### config.mk
export PLATFORM = sky130hd
export DESIGN_NAME = sysio_mtime_gen
export DESIGN_NICKNAME = d
export VERILOG_FILES = /design/src/rtl/sysio_mtime_gen.sv
export SDC_FILE = /design/constraint.sdc
export NUM_CORES = 1
export LEC_CHECK = 0
export CORE_MARGIN = 1
export CORE_UTILIZATION = 45
export DETAILED_ROUTE_END_ITERATION = 10
export PLACE_DENSITY = 0.75
export SETUP_SLACK_MARGIN = 0.3
export SYNTH_ARGS = -nofsm -noshare
export SYNTH_HDL_FRONTEND = slang
export SYNTH_SLANG_ARGS = --single-unit
### constraint.sdc
create_clock -name forever_cpuclk -period 4.71 [get_ports forever_cpuclk]
set_clock_uncertainty 0.05 [all_clocks]
set_input_delay 0.7065 -clock forever_cpuclk [delete_from_list [all_inputs] [get_ports forever_cpuclk]]
set_output_delay 0.7065 -clock forever_cpuclk [all_outputs]
set_load 0.005 [all_outputs]
### src/rtl/sysio_mtime_gen.sv
// sysio_mtime_gen
//   Produces the 64-bit machine timer value that feeds the CLINT. The count
//   advances by one on each tick. A tick comes from one of two sources:
//   - a synchronised, edge-detected external pulse, or
//   - an internal programmable divider.
//   The block also supports debug halt, loading the count, and a sticky wrap flag.
//
// Ports
//   forever_cpuclk     in   free-running clock (only clock)
//   cpurst_b           in   async active-low reset
//   pad_sysio_tick     in   async external tick, one increment per rising edge
//   tick_src_sel       in   0 = external tick, 1 = internal divider
//   div_ratio          in   internal tick period minus 1 (cycles)
//   cnt_halt           in   freeze count and divider
//   load_vld           in   one-cycle load request (beats any tick)
//   load_data          in   value to load
//   ovf_clr            in   clear sticky wrap flag
//   sysio_clint_mtime  out  registered timer value
//   sysio_tick_pulse   out  high the cycle a freshly incremented value appears
//   sysio_mtime_ovf    out  sticky: count wrapped all-ones -> 0
module sysio_mtime_gen #(
    parameter int SYNC_STAGES = 2,
    parameter int DIV_W       = 8
) (
    input  logic             forever_cpuclk,
    input  logic             cpurst_b,
    input  logic             pad_sysio_tick,
    input  logic             tick_src_sel,
    input  logic [DIV_W-1:0] div_ratio,
    input  logic             cnt_halt,
    input  logic             load_vld,
    input  logic [63:0]      load_data,
    input  logic             ovf_clr,
    output logic [63:0]      sysio_clint_mtime,
    output logic             sysio_tick_pulse,
    output logic             sysio_mtime_ovf
);

    logic [SYNC_STAGES-1:0] sync_q;
    logic                   sync_out;
    logic                   prev_q;
    logic                   sel_q;
    logic [DIV_W-1:0]       div_cnt;
    logic                   src_switch;
    logic                   ext_tick;
    logic                   int_tick;
    logic                   tick;

    assign sync_out   = sync_q[SYNC_STAGES-1];
    assign ext_tick   = sync_out & ~prev_q;
    // >= rather than == so that lowering div_ratio below the running count
    // ticks at once instead of waiting for the counter to wrap.
    assign int_tick   = (div_cnt >= div_ratio);
    // Suppress both sources in the cycle the select changes, so an external
    // level that is already high cannot look like a fresh edge.
    assign src_switch = (tick_src_sel != sel_q);
    assign tick       = (sel_q ? int_tick : ext_tick) & ~cnt_halt & ~src_switch;

    // Synchroniser, edge detect and source select register. prev_q always
    // follows sync_out, including during halt and source switches, so edges
    // seen while halted are dropped rather than queued.
    always_ff @(posedge forever_cpuclk or negedge cpurst_b) begin
        if (!cpurst_b) begin
            sync_q <= '0;
            prev_q <= 1'b0;
            sel_q  <= 1'b0;
        end else begin
            sync_q <= {sync_q[SYNC_STAGES-2:0], pad_sysio_tick};
            prev_q <= sync_out;
            sel_q  <= tick_src_sel;
        end
    end

    // Internal divider: runs only while selected and not halted.
    always_ff @(posedge forever_cpuclk or negedge cpurst_b) begin
        if (!cpurst_b) begin
            div_cnt <= '0;
        end else if (src_switch) begin
            div_cnt <= '0;
        end else if (sel_q && !cnt_halt) begin
            div_cnt <= int_tick ? '0 : div_cnt + 1'b1;
        end
    end

    // Timer value and tick pulse. A load takes the whole cycle: it discards a
    // coincident tick and leaves the wrap flag alone.
    always_ff @(posedge forever_cpuclk or negedge cpurst_b) begin
        if (!cpurst_b) begin
            sysio_clint_mtime <= '0;
            sysio_tick_pulse  <= 1'b0;
        end else if (load_vld) begin
            sysio_clint_mtime <= load_data;
            sysio_tick_pulse  <= 1'b0;
        end else if (tick) begin
            sysio_clint_mtime <= sysio_clint_mtime + 64'd1;
            sysio_tick_pulse  <= 1'b1;
        end else begin
            sysio_tick_pulse  <= 1'b0;
        end
    end

    // Sticky wrap flag; a set in the same cycle as a clear wins.
    always_ff @(posedge forever_cpuclk or negedge cpurst_b) begin
        if (!cpurst_b) begin
            sysio_mtime_ovf <= 1'b0;
        end else if (tick && !load_vld && (&sysio_clint_mtime)) begin
            sysio_mtime_ovf <= 1'b1;
        end else if (ovf_clr) begin
            sysio_mtime_ovf <= 1'b0;
        end
    end

endmodule

### Word-level counts from Yosys, hierarchy flattened

Cells that the tools add are included.

| word-level totals | value |
|---|---|
| output and inout bits | 66 |
| register bits after elaboration | 78 |
| input port bits | 79 |
| word-level logic and storage cells | 36 |

| operators by class | value |
|---|---|
| eq/ne operators | 1 |
| bitwise operators | 6 |
| mux-type cells | 10 |
| $lt $le $gt $ge | 1 |
| reductions and logical operators | 9 |
| $add $sub $neg | 2 |

Operator list:

| cell | count |
|---|---|
| 2-to-1 mux 64 bit | 2 |
| adder 64 x 1 -> 64 bit (second input constant) | 1 |
| AND reduction 64 bit | 1 |
| 2-to-1 mux 8 bit | 3 |
| adder 8 x 1 -> 8 bit (second input constant) | 1 |
| >= comparator 8 bit | 1 |
| nonzero test 2 bit | 3 |
| 2-to-1 mux 1 bit | 5 |
| AND 1 bit | 3 |
| logical AND 1 bit | 3 |
| NOT 1 bit | 3 |
| logical NOT 1 bit | 2 |
| inequality test 1 bit | 1 |

### Logic depth before layout (Yosys ltp)

| logic depth | value |
|---|---|
| word-level depth | 8 |
| mapped depth | 11 |
| depth with buffers taken out | 8 |

### Worst setup path before layout

Ideal clock, no wire load.

| path | value |
|---|---|
| kind | input to register |
| start | input port div_ratio[6] |
| end | register sysio_clint_mtime[44] |
| stages on the path | 9 |
| slack | 1.825 ns |
| setup time | 0.125 ns |
| required time | 4.535 ns |
| path buffers | 1 |
| arrival | 2.710 ns |
| cell sequence | inv_1 -> ha_1 -> a21o_1 -> a221o_1 -> a32oi_2 -> clkbuf_1 -> a211oi_1 -> xor2_1 -> mux2_2 |

| between the ends | value |
|---|---|
| word-level cells in the longest chain between the ends | 5 |

Ends and longest elaborated chain:

| element | RTL line | text |
|---|---|---|
| from (decl) | 29 | `input logic [DIV_W-1:0] div_ratio,` |
| >= comparator 8 bit | 53 | `assign int_tick = (div_cnt >= div_ratio);` |
| 2-to-1 mux 1 bit | 57 | `assign tick = (sel_q ? int_tick : ext_tick) & ~cnt_halt & ~src_switch;` |
| AND 1 bit (2 in a row) | 57 |  |
| nonzero test 2 bit (no source line) | n/a |  |
| to (signal assigned) | 92 | `sysio_clint_mtime <= load_data;` |
| to (signal assigned) | 95 | `sysio_clint_mtime <= sysio_clint_mtime + 64'd1;` |
| to (decl) | 34 | `output logic [63:0] sysio_clint_mtime,` |

Every way passes these cells.
A chain may end at the register's enable or synchronous reset.

### Worst setup path after layout

| path | value |
|---|---|
| start | input port div_ratio[0] |
| end | register sysio_clint_mtime[44] |

The elaborated chain is that of the path after synthesis.

==> flow_summary_export.csv <==
group,metric,value,unit
clock_tree,clockBufferDepth,2,
final_layout,area_growth,35.1,%
global_route,grt_max_degree,79,
global_route,grt_usage,0.253,
clock_tree,clock-root-buffer,"clkbuf_16",
final_layout,multi_input_area,0.00314,mm2
outcome,status,"finished clean",
synth,synth_xor_area_frac,0.0959,
timing,period_minus_slack,3.63,ns
hold_path,holdPathEnd,"sync_q[1]",
floorplanning,die_h,111,um
synth,syn_avg_cell_area,9.46,um2
synth,synth_area,0.00530,mm2
clock_tree,cts_hold_buf,0,
final_layout,regArea,0.00195,mm2
clock_tree,cts_resized,0,
worst_setup_path,crit_required,4.88,ns
clock_tree,cts_tree,"done",
synth,synthFlopType,"dfrtp_1",
floorplanning,dieWidth,111,um
floorplanning,initial_core_util,0.462,
power_and_ir_drop,total_leakage_power,2.50,nW
synth,synth.area.top_cells,"dfrtp_1, xnor2_1, a2111oi_2",
detailed_routing,routedWlPerCell,18.1,um
global_route,grt_pass1_vias,4852,
detailed_routing,viasPerCell,5.94,
place,pre_cts_ws,0.704,ns
synth,synth.largest_area_cell,"dfrtp_1",
synth,synth_compound_area_frac,0.214,
timing,fin_ws,1.08,ns
detailed_routing,vias,4977,
final_layout,num_antenna_cells,0,
timing,fin_setup_tns,0,ns
timing,setup_violations,0,
synth,synth-simple-area-share,0.227,
synth,synth_adder_area_share,0.0236,
power_and_ir_drop,peakVddDrop,0.000194,V
final_layout,drive_gt1_frac,0.118,
synth,ys_seq_area_frac,0.368,
clock_tree,htreeDepth,3,
timing,hold_violations,0,
synth,synth_top_area_frac,0.368,
synth,ys_ff_latch,78,
clock_tree,post_cts_buffers,0,
worst_setup_path,crit_path_max_fanout,21,
power_and_ir_drop,p_per_area,278,mW/mm2
synth,yosys-top-cells-count,"dfrtp_1, nand2_1, xnor2_1",
clock_tree,cts.sink_count,78,
timing,post-route-period-util,0.771,
clock_tree,cts.clk_slew.worst_paths,0.06,ns
timing,relSlewSlack,0.323,
place,numPortBuffers,144,
final_layout,fillerInstances,949,
detailed_routing,drt-total-wl,15100,um
floorplanning,dieArea,0.0122,mm2
floorplanning,core.rowCount,39,
synth,synth_most_common_cell,"dfrtp_1",
worst_setup_path,critPathArrivalTime,3.80,ns
synth,synth_mux_area_frac,0.0295,
power_and_ir_drop,finalPower,1.99,mW
synth,synth_top_family_by_area,"simple AND/OR/NAND/NOR gates",
global_route,antenna_found_initial,0,
place,hpwlAfterDp,11000,um
timing,rsz0062_at_grt,"no",
worst_setup_path,worstSetupEndpointType,"flop",
synth,synth_cell_types,56,
floorplanning,coreArea,0.0115,mm2
hold_path,hp-start,"sync_q[0]",
worst_setup_path,worstRegToRegCells,9,
global_route,overflow,0,
worst_setup_path,worstSetupStartpointType,"input port",
job,maxCapViolations,0,
timing,tightest_slew,1.02,ns
place,gp_congestion,0.913,
floorplanning,pin_count,145,
final_layout,fin_nets,779,
detailed_routing,firstDrtPassIters,5,
worst_setup_path,reg2reg_from,"div_cnt[0]",
detailed_routing,drtIter0Drc,265,
worst_setup_path,rrSetupSlack,1.40,ns
synth,ys_warn_count,0,
timing,finalMaxSlewViolations,0,
clock_tree,insertion_delay,0.34,ns
clock_tree,cts_buffers,9,
hold_path,holdPathStages,0,
detailed_routing,drc,0,
global_route,grt_pass1_wl,25000,um
synth,syn_nets,649,
timing,fmax,0.276,GHz
synth,syn_inst,560,
detailed_routing,ant_nets,0,
worst_setup_path,crit_type,"in -> reg",
hold_path,hold_path_class,"reg -> reg",
synth,synth-edff-count,0,
worst_setup_path,reg2reg_to,"sysio_clint_mtime[44]",
synth,async_reset_ff_frac,1.00,
cells in the final DEF (no fill, tap or decap), drive strengths merged, types with 7 or more instances in the layout:
master and count:
ha 10, clkdlybuf4s50 142, a211oi 9, nand3 37
mux2 13, xnor2 43, inv 13, a2111oi 33
dfrtp 78, o21ai 47, buf 9, nor4 8
nand4 33, a21oi 16, nor3 7, xor2 15
and3 9, nor2 29, clkbuf 11, nand2 78
area by class of cell:
class | instances | area share
Multi-Input combinational cell | 436 | 0.439
Sequential cell | 78 | 0.273
Timing Repair Buffer | 151 | 0.208
Clock buffer | 11 | 0.0339
Tap cell | 143 | 0.0250
Clock inverter | 5 | 0.0149
Inverter | 14 | 0.00734
power by group:
group	internal [mW]	total (mW)	switching, mW
registers	0.725	0.818	0.0936
clock network	0.533	0.815	0.282
logic	0.214	0.356	0.141
total	1.47	1.99	0.517
worst max path at each step:
| stage | start | endpoint | slack (ns) | depth (start not counted) |
|---|---|---|---|---|
| final | div_ratio[0] | sysio_clint_mtime[44] | 1.08 | 9 |
| after detailed placement | div_ratio[0] | sysio_clint_mtime[44] | 0.70 | 9 |
| after global placement | div_ratio[0] | sysio_clint_mtime[44] | 0.79 | 9 |
| after floorplan | div_ratio[6] | sysio_clint_mtime[44] | 1.82 | 9 |
| after global routing | div_ratio[0] | sysio_clint_mtime[44] | 0.93 | 9 |
| after CTS | div_ratio[0] | sysio_clint_mtime[44] | 1.05 | 9 |
layer usage:
layer | vias up | wire length, um | GRT usage
met3 | 33 | 872 | 0.0527
met2 | 216 | 7060 | 0.395
met5 | - | 0 | 0
met1 | 2388 | 6870 | 0.346
li1 | 2340 | - | -
met4 | 0 | 337 | 0.0871
stage by stage:
stage	util	area [um2]	hold WS (ns)	instances
final	0.624	7160	0.318	838
after global routing	0.624	7160	0.326	838
after CTS	0.624	7160	0.313	838
after detailed placement	0.594	6810	0.300	822
after global placement	0.594	6810	0.292	822
after floorplan	-	5300	0.281	560
cells by family after synthesis:
| family | count (synthesis) |
|---|---|
| and+or+nand+nor | 227 |
| adders and majority gates | 10 |
| DFF | 78 |
| buffers and inverters | 46 |
| muxes | 14 |
| AOI/OAI and AO/OA | 127 |
| xor gates and xnor gates | 58 |
worst max-delay path, stage by stage:
cell,delay [ns]
clkdlybuf4s50_1,0.40
ha_1,0.28
nand2b_1,0.14
a2111oi_0,0.61
or3_2,0.60
buf_4,0.44
a211oi_1,0.15
xor2_1,0.17
mux2_2,0.28
state kept, by name (all words and copies together) (netlist names):
signal	cells
div_cnt	8
sysio_clint_mtime	64
sysio_mtime_ovf	1
sel_q	1
sysio_tick_pulse	1
prev_q	1
sync_q	2
No activity file was read; power rests on OpenSTA's default activity.
